--- src/rtl/pipe_ctrl_if.sv ---
// Control bundle between the pipeline and pipe_ctrl: hazard/branch/interrupt requests in,
// per-stage enables, flushes and PC/push selects out.
interface pipe_ctrl_if;
  // Requests from decode hazard unit, ALU stage and interrupt line
  logic       load_use_stall;
  logic       branch_taken;
  logic       ret_alu;
  logic       pc_popped;
  logic       int_req;

  // Sequencing controls back to the pipeline
  logic       pc_write;
  logic       fd_write;
  logic       fd_flush;
  logic       de_flush;
  logic [1:0] pc_src;
  logic [1:0] push_sel;
  logic       int_ack;
  logic       busy;

  modport master (
    output load_use_stall,
    output branch_taken,
    output ret_alu,
    output pc_popped,
    output int_req,
    input  pc_write,
    input  fd_write,
    input  fd_flush,
    input  de_flush,
    input  pc_src,
    input  push_sel,
    input  int_ack,
    input  busy
  );

  modport slave (
    input  load_use_stall,
    input  branch_taken,
    input  ret_alu,
    input  pc_popped,
    input  int_req,
    output pc_write,
    output fd_write,
    output fd_flush,
    output de_flush,
    output pc_src,
    output push_sel,
    output int_ack,
    output busy
  );
endinterface

--- src/rtl/pipe_ctrl.sv ---
// Pipeline sequencing controller: stall/flush/PC-source control plus RET wait and interrupt entry.
// Define PIPE_CTRL_INT_EN to build the interrupt path (drain, push PC, push flags, vector).
module pipe_ctrl #(
  parameter int unsigned DRAIN_CYCLES = 2
) (
  input  logic       clk,
  input  logic       rst_n,
  pipe_ctrl_if.slave bus
);

`ifdef PIPE_CTRL_INT_EN
  typedef enum logic [2:0] {
    StRun,
    StRetWait,
    StIntDrain,
    StIntPushPc,
    StIntPushFlags,
    StIntVector
  } state_e;
`else
  typedef enum logic [0:0] {
    StRun,
    StRetWait
  } state_e;
`endif

  localparam logic [1:0] PcSrcNext   = 2'b00;
  localparam logic [1:0] PcSrcBranch = 2'b01;
  localparam logic [1:0] PcSrcPopped = 2'b10;
  localparam logic [1:0] PcSrcVector = 2'b11;
  localparam logic [1:0] PushNone    = 2'b00;
  localparam logic [1:0] PushPc      = 2'b01;
  localparam logic [1:0] PushFlags   = 2'b10;

  state_e state_q, state_d;

`ifdef PIPE_CTRL_INT_EN
  localparam logic [2:0] DrainInit = 3'(DRAIN_CYCLES - 1);
  logic [2:0] drain_cnt_q, drain_cnt_d;
`endif

  // RUN-state request decode, highest priority first: ret > branch > interrupt > stall
  logic run_ret, run_branch, run_int, run_stall;

  always_comb begin
    run_ret    = bus.ret_alu;
    run_branch = !run_ret && bus.branch_taken;
`ifdef PIPE_CTRL_INT_EN
    run_int    = !run_ret && !bus.branch_taken && bus.int_req;
`else
    run_int    = 1'b0;
`endif
    run_stall  = !run_ret && !bus.branch_taken && !run_int && bus.load_use_stall;
  end

`ifndef PIPE_CTRL_INT_EN
  logic unused_int_req;
  assign unused_int_req = bus.int_req;
`endif

  // State register
  always_ff @(posedge clk or negedge rst_n) begin
    if (!rst_n) begin
      state_q     <= StRun;
`ifdef PIPE_CTRL_INT_EN
      drain_cnt_q <= '0;
`endif
    end else begin
      state_q     <= state_d;
`ifdef PIPE_CTRL_INT_EN
      drain_cnt_q <= drain_cnt_d;
`endif
    end
  end

  // Next-state logic
  always_comb begin
    state_d     = state_q;
`ifdef PIPE_CTRL_INT_EN
    drain_cnt_d = drain_cnt_q;
`endif
    case (state_q)
      StRun: begin
        if (run_ret) begin
          state_d = StRetWait;
`ifdef PIPE_CTRL_INT_EN
        end else if (run_int) begin
          state_d     = StIntDrain;
          drain_cnt_d = DrainInit;
`endif
        end
      end
      StRetWait: begin
        if (bus.pc_popped) begin
          state_d = StRun;
        end
      end
`ifdef PIPE_CTRL_INT_EN
      StIntDrain: begin
        if (drain_cnt_q == 3'd0) begin
          state_d = StIntPushPc;
        end else begin
          drain_cnt_d = drain_cnt_q - 3'd1;
        end
      end
      StIntPushPc:    state_d = StIntPushFlags;
      StIntPushFlags: state_d = StIntVector;
      StIntVector:    state_d = StRun;
`endif
      default:        state_d = StRun;
    endcase
  end

  // Output logic: Mealy in RUN, Moore elsewhere
  logic       pc_write_c;
  logic       fd_write_c;
  logic       fd_flush_c;
  logic       de_flush_c;
  logic [1:0] pc_src_c;
  logic [1:0] push_sel_c;
  logic       int_ack_c;

  always_comb begin
    pc_write_c = 1'b0;
    fd_write_c = 1'b0;
    fd_flush_c = 1'b0;
    de_flush_c = 1'b0;
    pc_src_c   = PcSrcNext;
    push_sel_c = PushNone;
    int_ack_c  = 1'b0;
    case (state_q)
      StRun: begin
        if (run_ret) begin
          fd_flush_c = 1'b1;
          de_flush_c = 1'b1;
        end else if (run_branch) begin
          pc_src_c   = PcSrcBranch;
          pc_write_c = 1'b1;
          fd_flush_c = 1'b1;
          de_flush_c = 1'b1;
        end else if (run_int) begin
          fd_flush_c = 1'b1;
        end else if (run_stall) begin
          de_flush_c = 1'b1;
        end else begin
          pc_write_c = 1'b1;
          fd_write_c = 1'b1;
        end
      end
      StRetWait: begin
        fd_flush_c = 1'b1;
        de_flush_c = 1'b1;
        if (bus.pc_popped) begin
          pc_src_c   = PcSrcPopped;
          pc_write_c = 1'b1;
        end
      end
`ifdef PIPE_CTRL_INT_EN
      StIntDrain: begin
        fd_flush_c = 1'b1;
        de_flush_c = 1'b1;
      end
      StIntPushPc: begin
        fd_flush_c = 1'b1;
        de_flush_c = 1'b1;
        push_sel_c = PushPc;
      end
      StIntPushFlags: begin
        fd_flush_c = 1'b1;
        de_flush_c = 1'b1;
        push_sel_c = PushFlags;
      end
      StIntVector: begin
        pc_src_c   = PcSrcVector;
        pc_write_c = 1'b1;
        int_ack_c  = 1'b1;
        fd_flush_c = 1'b1;
      end
`endif
      default: ;
    endcase
    // A flush only lands if the fetch/decode register is written
    if (fd_flush_c) begin
      fd_write_c = 1'b1;
    end
  end

  // Held reset forces every control inactive, even though RUN would otherwise advance the PC
  assign bus.pc_write = rst_n & pc_write_c;
  assign bus.fd_write = rst_n & fd_write_c;
  assign bus.fd_flush = rst_n & fd_flush_c;
  assign bus.de_flush = rst_n & de_flush_c;
  assign bus.pc_src   = rst_n ? pc_src_c   : PcSrcNext;
  assign bus.push_sel = rst_n ? push_sel_c : PushNone;
  assign bus.int_ack  = rst_n & int_ack_c;
  assign bus.busy     = rst_n & (state_q != StRun);

  drain_range_a : assert property (@(posedge clk) DRAIN_CYCLES >= 1 && DRAIN_CYCLES <= 7);

  flush_writes_a : assert property (@(posedge clk) disable iff (!rst_n)
    bus.fd_flush |-> bus.fd_write);

  ack_vector_a : assert property (@(posedge clk) disable iff (!rst_n)
    bus.int_ack |-> (bus.pc_src == PcSrcVector) && bus.pc_write);

  ack_pulse_a : assert property (@(posedge clk) disable iff (!rst_n)
    bus.int_ack |=> !bus.int_ack);

  push_legal_a : assert property (@(posedge clk) disable iff (!rst_n)
    bus.push_sel != 2'b11);

endmodule

--- src/flat_wrapper.sv ---
// flat-port wrapper written by rule: the top's interface ports become plain ports
module pipe_ctrl_flat 
#(
  parameter int unsigned DRAIN_CYCLES = 2
)
  (clk, rst_n, bus_load_use_stall, bus_branch_taken, bus_ret_alu, bus_pc_popped, bus_int_req, bus_pc_write, bus_fd_write, bus_fd_flush, bus_de_flush, bus_pc_src, bus_push_sel, bus_int_ack, bus_busy);
  pipe_ctrl_if bus_i ();
  input  logic clk;
  input  logic rst_n;
  input wire logic [$bits(bus_i.load_use_stall)-1:0] bus_load_use_stall;
  input wire logic [$bits(bus_i.branch_taken)-1:0] bus_branch_taken;
  input wire logic [$bits(bus_i.ret_alu)-1:0] bus_ret_alu;
  input wire logic [$bits(bus_i.pc_popped)-1:0] bus_pc_popped;
  input wire logic [$bits(bus_i.int_req)-1:0] bus_int_req;
  output wire logic [$bits(bus_i.pc_write)-1:0] bus_pc_write;
  output wire logic [$bits(bus_i.fd_write)-1:0] bus_fd_write;
  output wire logic [$bits(bus_i.fd_flush)-1:0] bus_fd_flush;
  output wire logic [$bits(bus_i.de_flush)-1:0] bus_de_flush;
  output wire logic [$bits(bus_i.pc_src)-1:0] bus_pc_src;
  output wire logic [$bits(bus_i.push_sel)-1:0] bus_push_sel;
  output wire logic [$bits(bus_i.int_ack)-1:0] bus_int_ack;
  output wire logic [$bits(bus_i.busy)-1:0] bus_busy;
  assign bus_i.load_use_stall = bus_load_use_stall;
  assign bus_i.branch_taken = bus_branch_taken;
  assign bus_i.ret_alu = bus_ret_alu;
  assign bus_i.pc_popped = bus_pc_popped;
  assign bus_i.int_req = bus_int_req;
  assign bus_pc_write = bus_i.pc_write;
  assign bus_fd_write = bus_i.fd_write;
  assign bus_fd_flush = bus_i.fd_flush;
  assign bus_de_flush = bus_i.de_flush;
  assign bus_pc_src = bus_i.pc_src;
  assign bus_push_sel = bus_i.push_sel;
  assign bus_int_ack = bus_i.int_ack;
  assign bus_busy = bus_i.busy;
  pipe_ctrl #(.DRAIN_CYCLES(DRAIN_CYCLES)) u_core (.clk(clk), .rst_n(rst_n), .bus(bus_i));
endmodule
--- config.mk ---
export PLATFORM = sky130hd
export DESIGN_NAME = pipe_ctrl_flat
export DESIGN_NICKNAME = d
export VERILOG_FILES = /design/src/rtl/pipe_ctrl_if.sv /design/src/rtl/pipe_ctrl.sv /design/src/flat_wrapper.sv
export SDC_FILE = /design/constraint.sdc
export NUM_CORES = 1
export LEC_CHECK = 0
export BUFFER_PORTS_ARGS = -buffer_cell sky130_fd_sc_hd__buf_2
export CAP_MARGIN = 10
export CELL_PAD_IN_SITES_DETAIL_PLACEMENT = 2
export CELL_PAD_IN_SITES_GLOBAL_PLACEMENT = 2
export CORE_AREA = 4 4 41 43
export CTS_BUF_LIST = sky130_fd_sc_hd__clkbuf_4
export CTS_CLUSTER_DIAMETER = 100
export DETAILED_ROUTE_END_ITERATION = 10
export DIE_AREA = 0 0 45 47
export PLACE_DENSITY_LB_ADDON = 0.2
export RECOVER_POWER = 25
export SLEW_MARGIN = 20
export SYNTH_ARGS = -nofsm -noshare
export SYNTH_HDL_FRONTEND = slang
export SYNTH_SLANG_ARGS = --single-unit
--- constraint.sdc ---
create_clock -name clk -period 1 [get_ports clk]
set_input_delay 0.2 -clock clk [delete_from_list [all_inputs] [get_ports clk]]
set_output_delay 0.2 -clock clk [all_outputs]
set_load 0.02 [all_outputs]
Word-level counts from Yosys, hierarchy flattened
Cells that the tools add are included.
{ "word_totals": {"ff_bits": 1, "latchBits": 0, "ramBits": 0, "mem_bits_ro": 0, "input_bits": 7, "output_inout_bits": 10, "word_cells": 36, "n_memories": 0} }
{ "classes": {"addsub": 0, "n_mul": 0, "div": 0, "magnitude_cmp": 0, "n_eq_ne": 0, "shifts": 0, "mux": 24, "bitwise": 6, "reduce_logical": 5} }
{ "op_table": {"columns": ["cell", "n"], "rows": [
  ["1-bit two-way mux", 16],
  ["1-bit case mux with 2 select lines", 4],
  ["2-bit two-way mux", 3],
  ["1-bit bitwise AND", 5],
  ["2-bit case mux with 2 select lines", 1],
  ["1-bit logical AND", 3],
  ["1-bit logical NOT", 2],
  ["1-bit NOT", 1]
]} }

Longest topological paths before layout
{ "depth": {"depth_word": 9, "depth_mapped": 3, "depth_no_buf": 3} }

Least setup slack after synthesis
OpenSTA, ideal clock, no wires.
{ "synth_path": {"path_kind": "register -> output", "startpoint": "register u_core.state_q", "endpoint": "output port bus_pc_write", "arrival_ps": 857, "t_required_ps": 800, "setup_slack_ps": -57, "stages_incl_launch_ff": 4, "n_path_buf": 0, "path_cell_list": "dfrtp_1 -> nor2_2 -> o21ai_2 -> a21boi_2"} }
{ "synth_between": {"elab_chain_len": 3} }
{ "synth_rtl": {"columns": ["item", "line_no", "rtl"], "rows": [
  ["start, declared", "pipe_ctrl.sv:35", "state_e state_q, state_d;"],
  ["start signal, assigned", "pipe_ctrl.sv:64", "state_q <= StRun;"],
  ["start signal, assigned", "pipe_ctrl.sv:69", "state_q <= state_d;"],
  ["1-bit NOT", null, null],
  ["1-bit case mux with 2 select lines (*)", "pipe_ctrl.sv:131", "case (state_q)"],
  ["1-bit bitwise AND (*)", "pipe_ctrl.sv:189", "assign bus.pc_write = rst_n & pc_write_c;"],
  ["end, declared", "flat_wrapper.sv:15", "output wire logic [$bits(bus_i.pc_write)-1:0] bus_pc_write;"]
]} }
Every way passes the cells marked *; elsewhere a longest branch is shown, timed or not.

Worst setup path after layout
{ "layout_path": {"startpoint": "register u_core.state_q", "endpoint": "output port bus_busy"} }
{ "layout_between": {"elab_chain_len": 1} }
{ "layout_rtl": {"columns": ["item", "line_no", "rtl"], "rows": [
  ["1-bit bitwise AND", "pipe_ctrl.sv:196", "assign bus.busy = rst_n & (state_q != StRun);"],
  ["end, declared", "flat_wrapper.sv:22", "output wire logic [$bits(bus_i.busy)-1:0] bus_busy;"]
]} }
Every way passes these cells.

==> metrics.cfg <==
[synthesis]
yosysSeqAreaShare=0.175
yosysWarnings=0
syn-cell-area_um2=143
netlist_instances=18
yosys.cell_types.count=15
ys_ff_latch=1
syn-mean-instance-area_um2=7.92

[pwr]
power_density_nw_per_um2=795
p_seq_frac=0.272
max-vdd-ir-drop_mv=0.304
power_frac_comb=0.728
pwr-share-clk=0
power.switching_mw=0.0981
power.internal_mw=0.126
swShare=0.439
leakage_nw=0.140

[placed_design]
hpwl_um=436
io_buffers=12
gp_congestion=0.696
pre_cts_ws_ns=-0.157

[die]
start_util=0.110
fp.coreArea_um2=1300
die-area_um2=2120
die_w_um=45
die_h_um=47
rows=13
pin_count=17

[route]
viasPerCell=3.69
final_antenna_net_count=0
drtIter0Drc=0
num_vias=177
wl_um=504
drc=0
wl_per_cell_um=10.5
dr.pass1.iters=1

[global_routing]
grt_pass1_wl_um=876
grt_use_total=0.0537
grt-ovfl-total=0
grt_max_degree=9
met2_usage=0.0904
met3_usage=0.00766
antenna_found_initial=0
grt_util_met1=0.0771
grt_busiest_layer=met2
grt_pass1_vias=194

[cells_and_area]
fin_util=0.216
regMostFlops=u_core.state_q
fill_cells=162
syn_to_final_growth_pct=97.4
drive_gt1_frac=0.818
register_area_um2=26.3
multi_input_area_um2=123
num_antenna_cells=0
largest_register_ffs=1
final_cell_mix=buf_2, buf_4, a21boi_2, conb_1
fin_nets=42
largestRegisters=u_core.state_q x1

[run_status]
failed_checks=negative setup slack
outcome=finished, violations left

[worst_setup_path]
arrival_ns=0.90
worstPathRequired_ns=0.80
crit_path_start_kind=flop
path_max_fanout=4
critical_path_class=flop to primary output
reg2reg_depth=5
timing.critical_path.to_type=primary output

[timing]
report.final.slew_viol_count=0
worst_slack_ns=-0.0952
tns_ns=-0.454
clock_skew_ns=0
finalCritPeriodShare=1.10
grt_setup_unrepaired=true
max_clock_freq_mhz=913
hold_viol=0
setup_viol=7
min_period_ns=1.10

[run]
drv_cap=0

[clocking]
clkLatencyLatePin_ns=0
clk_pin_slew_ns=0

[min_path]
hold_path.class=input port to asynchronous set/reset pin

-- power groups by stage --
stage                     sequential, mW  clock, mW  combinational [mW]
after floorplan                   0.0553          0              0.0838
after global placement            0.0557          0               0.130
after detailed placement          0.0556          0               0.133
after CTS                         0.0614          0               0.163
after global routing              0.0625          0               0.178
final                             0.0609          0               0.163
-- repair_timing --
action	4_1_cts	5_1_grt
pin swaps	3	1
hold buffers	0	0
gates resized for setup	10	1
endpoints found under the setup margin	7	8
buffers inserted	2	0
-- worst max-delay path, cell delays in order, from the launching register on --
cell     delay, ns
dfrtp_2       0.43
buf_4         0.16
and2_2        0.16
buf_4         0.15
-- cell type report --
| type | count | share of cell area |
|---|---|---|
| inverter | 1 | 0.0133 |
| sequential | 1 | 0.0933 |
| multi-input combinational | 15 | 0.436 |
| timing repair buffer | 16 | 0.391 |
| tap | 15 | 0.0667 |
-- cells by family after synthesis --
group           count (synthesis)  share of synthesized area
buf+inv                         4                      0.184
simple gates                    7                      0.333
flops                           1                      0.175
other cells                     1                     0.0263
compound gates                  5                      0.281
-- path summary, 6_finish.rpt --
check	start	endpoint	slack (ns)
hold reg to reg	u_core.state_q	u_core.state_q	0.63
max in group asynchronous	rst_n	u_core.state_q	0.83
setup / recovery	u_core.state_q	bus_busy	-0.1
hold / removal	rst_n	u_core.state_q	0.02
setup reg to reg	u_core.state_q	u_core.state_q	0.01
min in group clk	bus_pc_popped	u_core.state_q	0.40
-- through the flow --
step	power (mW)	hold WS, ns	std cells	instance area, µm²
floorplan	0.139	-0.0956	20	159
global placement	0.185	0.0166	46	230
detailed placement	0.188	0.0209	46	230
CTS	0.225	0.0207	48	279
global route	0.240	0.0300	48	282
finish	0.224	0.0191	48	282
-- routing by layer --
metal	share of wire	vias to the layer above	wire (µm)
met5	0	-	0
met4	0	0	0
met1	0.44	79	220
li1	-	84	-
met3	0.15	0	74
met2	0.41	14	209
-- cells in the mapped netlist --
cell type / instances / area [µm²]
a21boi_1: 2 / 15.0
a21boi_2: 1 / 11.3
a21oi_1: 1 / 5.00
and2_2: 1 / 7.51
and3_1: 1 / 6.26
and3_2: 1 / 7.51
buf_4: 3 / 22.5
conb_1: 1 / 3.75
dfrtp_1: 1 / 25.0
inv_1: 1 / 3.75
nand2_1: 1 / 3.75
nor2_2: 1 / 6.26
nor2b_1: 1 / 6.26
nor3_2: 1 / 10.0
o21ai_2: 1 / 8.76
Power figures use the tool's default switching activity.
